--- config.mk ---
export PLATFORM = sky130hd
export DESIGN_NAME = ifu_fetch_flat
export DESIGN_NICKNAME = d
export VERILOG_FILES = /design/src/rtl/ifu_fetch_pkg.sv /design/src/rtl/ifu_fetch_if.sv /design/src/rtl/ifu_fetch_buf.sv /design/src/rtl/ifu_fetch.sv /design/src/flat_wrapper.sv
export SDC_FILE = /design/constraint.sdc
export NUM_CORES = 1
export LEC_CHECK = 0
export ABC_CLOCK_PERIOD_IN_PS = 8100
export BUFFER_PORTS_ARGS = -buffer_cell sky130_fd_sc_hd__buf_2
export CAP_MARGIN = 20
export CORE_MARGIN = 8
export CORE_UTILIZATION = 49
export CTS_CLUSTER_SIZE = 10
export DETAILED_ROUTE_END_ITERATION = 7
export HOLD_SLACK_MARGIN = 0.06
export PLACE_DENSITY = 0.76
export SLEW_MARGIN = 20
export SYNTH_ARGS = -nofsm -noshare
export SYNTH_HDL_FRONTEND = slang
export SYNTH_HIERARCHICAL = 1
export SYNTH_SLANG_ARGS = --single-unit
--- constraint.sdc ---
create_clock -name clk -period 8.1 [get_ports clk]
set_input_delay 1.215 -clock clk [delete_from_list [all_inputs] [get_ports clk]]
set_output_delay 1.215 -clock clk [all_outputs]
set_load 0.02 [all_outputs]
--- src/rtl/ifu_fetch_pkg.sv ---
// Shared types and constants for the rvseed instruction fetch unit.
package ifu_fetch_pkg;

  localparam int unsigned CPU_WIDTH = 32;
  localparam logic [CPU_WIDTH-1:0] PC_STEP = 32'd4;
  localparam logic [CPU_WIDTH-1:0] PC_ALIGN_MASK = 32'hFFFF_FFFC;

  typedef enum logic [1:0] {
    FETCH_REQ   = 2'd0,
    FETCH_WAIT  = 2'd1,
    FETCH_FLUSH = 2'd2
  } fetch_state_e;

  typedef struct packed {
    logic [CPU_WIDTH-1:0] inst;
    logic [CPU_WIDTH-1:0] pc;
  } fetch_entry_t;

endpackage

--- src/rtl/ifu_fetch_if.sv ---
// Instruction-memory request/response channel and IDU issue channel of the fetch unit.
interface ifu_fetch_if;
  import ifu_fetch_pkg::*;

  logic                 imem_req_valid;
  logic                 imem_req_ready;
  logic [CPU_WIDTH-1:0] imem_req_addr;
  logic                 imem_rsp_valid;
  logic [CPU_WIDTH-1:0] imem_rsp_data;
  logic                 idu_valid;
  logic                 idu_ready;
  logic [CPU_WIDTH-1:0] idu_inst;
  logic [CPU_WIDTH-1:0] idu_inst_pc;

  modport master (
    output imem_req_valid, imem_req_addr, idu_valid, idu_inst, idu_inst_pc,
    input  imem_req_ready, imem_rsp_valid, imem_rsp_data, idu_ready
  );

  modport slave (
    input  imem_req_valid, imem_req_addr, idu_valid, idu_inst, idu_inst_pc,
    output imem_req_ready, imem_rsp_valid, imem_rsp_data, idu_ready
  );

endinterface

--- src/rtl/ifu_fetch_buf.sv ---
// fetch_buf: 2-entry in-order FIFO of {inst, pc} with synchronous clear.
module ifu_fetch_buf
  import ifu_fetch_pkg::*;
(
  input  logic         clk,
  input  logic         rst,
  input  logic         clr,
  input  logic         push,
  input  fetch_entry_t push_data,
  input  logic         pop,
  output fetch_entry_t head,
  output logic         full,
  output logic         empty,
  output logic [1:0]   count
);

  fetch_entry_t mem_q [2];
  logic         wr_ptr_q;
  logic         rd_ptr_q;
  logic [1:0]   count_q;

  // Clear wins over a same-cycle push so a redirected stream never leaks through.
  always_ff @(posedge clk) begin
    if (rst || clr) begin
      wr_ptr_q <= 1'b0;
      rd_ptr_q <= 1'b0;
      count_q  <= 2'd0;
    end else begin
      if (push) begin
        mem_q[wr_ptr_q] <= push_data;
        wr_ptr_q        <= ~wr_ptr_q;
      end
      if (pop) begin
        rd_ptr_q <= ~rd_ptr_q;
      end
      count_q <= count_q + {1'b0, push} - {1'b0, pop};
    end
  end

  assign head  = mem_q[rd_ptr_q];
  assign count = count_q;
  assign full  = (count_q == 2'd2);
  assign empty = (count_q == 2'd0);

endmodule

--- src/rtl/ifu_fetch.sv ---
// Fetch unit: owns the fetch PC, keeps one imem read outstanding and queues results for the IDU.
module ifu_fetch
  import ifu_fetch_pkg::*;
#(
  parameter logic [CPU_WIDTH-1:0] RESET_PC = 32'h0000_0000
) (
  input  logic                 clk,
  input  logic                 rst,
  input  logic                 redirect_ena,
  input  logic [CPU_WIDTH-1:0] redirect_pc,
  output logic [CPU_WIDTH-1:0] curr_pc,
  ifu_fetch_if.master          bus
);

  fetch_state_e         state_q;
  logic [CPU_WIDTH-1:0] pc_q;
  logic [CPU_WIDTH-1:0] req_pc_q;

  logic         req_hs;
  logic         push;
  logic         pop;
  logic         flush_next;
  logic         buf_full;
  logic         buf_empty;
  logic [1:0]   buf_count;
  fetch_entry_t buf_head;
  fetch_entry_t push_entry;

  assign curr_pc             = rst ? RESET_PC : pc_q;
  assign bus.imem_req_valid  = !rst && (state_q == FETCH_REQ) && (buf_count < 2'd2);
  assign bus.imem_req_addr   = curr_pc;
  assign req_hs              = bus.imem_req_valid && bus.imem_req_ready;
  assign push                = (state_q == FETCH_WAIT) && bus.imem_rsp_valid && !buf_full;
  assign bus.idu_valid       = !rst && !buf_empty && !redirect_ena;
  assign pop                 = bus.idu_valid && bus.idu_ready;
  assign bus.idu_inst        = rst ? '0 : buf_head.inst;
  assign bus.idu_inst_pc     = rst ? '0 : buf_head.pc;
  assign push_entry.inst     = bus.imem_rsp_data;
  assign push_entry.pc       = req_pc_q;

  // A response is still owed if one is issued now, or WAIT/FLUSH has not seen it yet.
  assign flush_next = req_hs || ((state_q != FETCH_REQ) && !bus.imem_rsp_valid);

  always_ff @(posedge clk) begin
    if (rst) begin
      state_q  <= FETCH_REQ;
      pc_q     <= RESET_PC;
      req_pc_q <= '0;
    end else if (redirect_ena) begin
      pc_q    <= redirect_pc & PC_ALIGN_MASK;
      state_q <= flush_next ? FETCH_FLUSH : FETCH_REQ;
    end else begin
      case (state_q)
        FETCH_REQ: begin
          if (req_hs) begin
            req_pc_q <= pc_q;
            pc_q     <= pc_q + PC_STEP;
            state_q  <= FETCH_WAIT;
          end
        end
        FETCH_WAIT, FETCH_FLUSH: begin
          if (bus.imem_rsp_valid) begin
            state_q <= FETCH_REQ;
          end
        end
        default: state_q <= FETCH_REQ;
      endcase
    end
  end

  ifu_fetch_buf u_fetch_buf (
    .clk       (clk),
    .rst       (rst),
    .clr       (redirect_ena),
    .push      (push),
    .push_data (push_entry),
    .pop       (pop),
    .head      (buf_head),
    .full      (buf_full),
    .empty     (buf_empty),
    .count     (buf_count)
  );

endmodule

--- src/flat_wrapper.sv ---
// flat-port wrapper written by rule: the top's interface ports become plain ports
module ifu_fetch_flat import ifu_fetch_pkg::*;
#(
  parameter logic [CPU_WIDTH-1:0] RESET_PC = 32'h0000_0000
)
  (clk, rst, redirect_ena, redirect_pc, curr_pc, bus_imem_req_valid, bus_imem_req_addr, bus_idu_valid, bus_idu_inst, bus_idu_inst_pc, bus_imem_req_ready, bus_imem_rsp_valid, bus_imem_rsp_data, bus_idu_ready);
  ifu_fetch_if bus_i ();
  input  logic clk;
  input  logic rst;
  input  logic redirect_ena;
  input  logic [CPU_WIDTH-1:0] redirect_pc;
  output logic [CPU_WIDTH-1:0] curr_pc;
  output wire logic [$bits(bus_i.imem_req_valid)-1:0] bus_imem_req_valid;
  output wire logic [$bits(bus_i.imem_req_addr)-1:0] bus_imem_req_addr;
  output wire logic [$bits(bus_i.idu_valid)-1:0] bus_idu_valid;
  output wire logic [$bits(bus_i.idu_inst)-1:0] bus_idu_inst;
  output wire logic [$bits(bus_i.idu_inst_pc)-1:0] bus_idu_inst_pc;
  input wire logic [$bits(bus_i.imem_req_ready)-1:0] bus_imem_req_ready;
  input wire logic [$bits(bus_i.imem_rsp_valid)-1:0] bus_imem_rsp_valid;
  input wire logic [$bits(bus_i.imem_rsp_data)-1:0] bus_imem_rsp_data;
  input wire logic [$bits(bus_i.idu_ready)-1:0] bus_idu_ready;
  assign bus_imem_req_valid = bus_i.imem_req_valid;
  assign bus_imem_req_addr = bus_i.imem_req_addr;
  assign bus_idu_valid = bus_i.idu_valid;
  assign bus_idu_inst = bus_i.idu_inst;
  assign bus_idu_inst_pc = bus_i.idu_inst_pc;
  assign bus_i.imem_req_ready = bus_imem_req_ready;
  assign bus_i.imem_rsp_valid = bus_imem_rsp_valid;
  assign bus_i.imem_rsp_data = bus_imem_rsp_data;
  assign bus_i.idu_ready = bus_idu_ready;
  ifu_fetch #(.RESET_PC(RESET_PC)) u_core (.clk(clk), .rst(rst), .redirect_ena(redirect_ena), .redirect_pc(redirect_pc), .curr_pc(curr_pc), .bus(bus_i));
endmodule
==> flow_summary.ini <==
[outcome]
status = completed

[synth]
synth.distinct_cells = 59
synthArstFlopShare = 0
yosysWarnings = 6
synth_fa_ha_area_frac = 0.00690
synth_edf_count = 128
yosys.area.top_type = edfxtp_1
synthMuxAreaShare = 0.104
ys_seq_area_frac = 0.572
synth_top_family_by_area = simple AND/OR/NAND/NOR gates
synth_flop_cell = edfxtp_1
syn_area_sq_mm = 0.00907
synth_xor_area_frac = 0.0150
synthSimpleGateAreaFrac = 0.172
ys_ff_latch = 195
synth_area_leaders = edfxtp_1, dfxtp_1, mux2_4, nor2b_1, nand2_1
synth_top_area_frac = 0.424
synth_compound_area_frac = 0.0644
synthCells = 748
avgSynthCellArea_sq_um = 12.1

[timing]
clock_skew_ps = 7.92
worstMarginPinSlew_ps = 990
slew_violations = 0
fin_crit_ps = 4030
setup-tns-final_ps = 0
hold_viol = 0
fin_crit_sh = 0.497
maxSlewHeadroom = 0.340
rsz0062_at_grt = false
max_clock_freq_mhz = 248
setup_viol = 0

[detailed_routing]
drt-initial-drc-count = 419
ant_nets = 0
drc_errors = 0
firstDrtPassIters = 5
viasPerCell = 5.36
routedWlPerCell_um = 17.5
via_count = 6078
routed_wl_mm = 19.8

[pwr]
clkPwrFrac = 0.393
report.power.total_mw = 2.04
irDropWorstVdd_v = 0.000144
p_int_mw = 1.53
p_comb_frac = 0.073
power.switching_mw = 0.512
p_leak_nw = 4.09
cellPowerDensity_mw_per_mm2 = 195
switching_share = 0.251
p_seq_frac = 0.534

[global_routing]
first_global_vias = 6051
grt_usage = 0.169
antenna_found_initial = 0
grt_max_degree = 93
grt_pass1_wl_mm = 31.5
grt-ovfl-total = 0

[critical_path]
crit_arrival_ps = 2810
crit_chain = buf_6 > buf_4 > nor2b_1 > buf_2
crit_fanout = 92
endpoint_kind = output port
critPathKind = input pin to output port
cp_slowest_cell = buf_4
crit_end = curr_pc[4]
cp-start-kind = input pin
cp.required_ps = 6880
r2r_end = u_core/pc_q[24]
crit_start = rst
r2r_setup_slack_ps = 5510
cpPeakStageDelay_ps = 680
r2r_cells = 6
r2r_start = u_core/state_q[1]

[finish]
fillers = 1537
final_nets = 968
drive_gt1_frac = 0.339
final_cell_mix = buf_2, edfxtp_1, nor2b_1
diodes = 0
final_common_cell = buf_2
syn_to_final_growth_pct = 15.4

[floorplanning]
core_sq_mm = 0.0181
die_area_sq_mm = 0.0231
fp-row-count = 49
io_pins = 200
die_x_um = 152
start_util = 0.502
die_y_um = 152

[cts]
cts.htree.levels = 4
cts.hold.buffers_added = 0
cts_sinks = 195
clk_latency_ps = 420
post_cts_resize_count = 0
clk_pin_slew_ps = 70
cts_root_buf = clkbuf_16
numCtsBuffers = 17
cts_buffer_depth = 2
postCtsSetupRepairBufs = 0
cts_tree = yes

[job]
drv_cap = 0

[place]
routabilityCongestion = 0.809
portBuffers = 193
hpwl_mm = 13.2

[min_path]
hp-start = u_core/req_pc_q[30]
hp-class = flip-flop to flip-flop
## area by class of cell
| cell class | instances | area (sq um) | share of cell area |
|---|---|---|---|
| clock buffers | 17 | 425 | 0.0406 |
| clock inverters | 15 | 141 | 0.0135 |
| inverters | 16 | 60.1 | 0.00574 |
| multi-input cells | 465 | 3350 | 0.321 |
| flip-flops and latches | 195 | 5190 | 0.496 |
| well taps | 229 | 287 | 0.0274 |
| repair buffers | 198 | 1010 | 0.0965 |
## state kept, by name (all words and copies together), names as in the netlist, named ones only
name,flops
u_core/pc_q,30
u_core/state_q,2
u_core/u_fetch_buf/rd_ptr_q,1
u_core/u_fetch_buf/count,2
u_core/u_fetch_buf/wr_ptr_q,1
u_core/u_fetch_buf/mem_q,128
u_core/req_pc_q,30
## synthesized netlist by cell type (all sizes together) (2+ instances only)
library cell    n
buf            47
dfxtp          67
nor4bb          3
o211ai          2
o31a            2
nor3b           3
nand2          80
xor2            2
a2111oi         2
a211oi         13
nand2b          3
or3             3
ha              5
clkbuf         32
or4             7
inv            16
xnor2          11
nor4           13
nand3          12
a21oi          37
mux2           64
and2            3
a311o           2
and3            5
a31o            3
nor2           31
nor3            9
a311oi          6
nor2b          91
o31ai           4
nand4          15
o21ai           6
and4            3
o2111a          2
edfxtp        128
## routing by layer
metal | up-vias | wire length (um) | global-route usage
met5 | - | 0 | 0
met1 | 2894 | 8920 | 0.213
met4 | 0 | 240 | 0.0500
met3 | 18 | 1160 | 0.0454
li1 | 2942 | - | -
met2 | 224 | 9520 | 0.281
## worst max-delay path: cells and delay by family
kind          cells  cell delay (ps)
buf+inv           3             1360
simple gates      1              150
## stage by stage
stage | utilization | worst slack (ps) | hold slack [ps] | cells | area, sq um
final | 0.579 | 4070 | 453 | 1135 | 10500
after global routing | 0.579 | 3930 | 469 | 1135 | 10500
after CTS | 0.578 | 4040 | 455 | 1135 | 10500
after detailed placement | 0.547 | 4050 | 439 | 1103 | 9890
after global placement | 0.547 | 4060 | 426 | 1103 | 9890
after floorplan | - | 2580 | 419 | 755 | 9100
## kinds of logic (layout without fill, tap and decap cells)
logic type      after synthesis  count (layout)
flops                       195             195
fa+ha+maj                     5               5
simple gates                287             287
compound gates               87              87
mux                          64              64
buf+inv                      95             246
other cells                   1               8
xor+xnor                     14              14
## power by group through the flow
stage / registers (mW) / logic (mW) / clock network, mW
after floorplan: 1.10 / 0.106 / 0
after global placement: 1.11 / 0.147 / 0
after detailed placement: 1.11 / 0.150 / 0
after CTS: 1.09 / 0.150 / 0.823
after global routing: 1.09 / 0.162 / 0.869
final: 1.09 / 0.149 / 0.803
## worst min-delay path by stage
stage	end	slack [ps]	cells past startpoint
2_1_floorplan	u_core/u_fetch_buf/mem_q[0][29]	420	0
3_3_place_gp	u_core/u_fetch_buf/mem_q[1][30]	430	0
3_5_place_dp	u_core/u_fetch_buf/mem_q[1][30]	440	0
4_1_cts	u_core/u_fetch_buf/mem_q[1][28]	450	0
5_1_grt	u_core/u_fetch_buf/mem_q[0][15]	470	0
6_report	u_core/u_fetch_buf/mem_q[1][30]	450	0
Note: power is estimated with default switching activity, not from simulation.
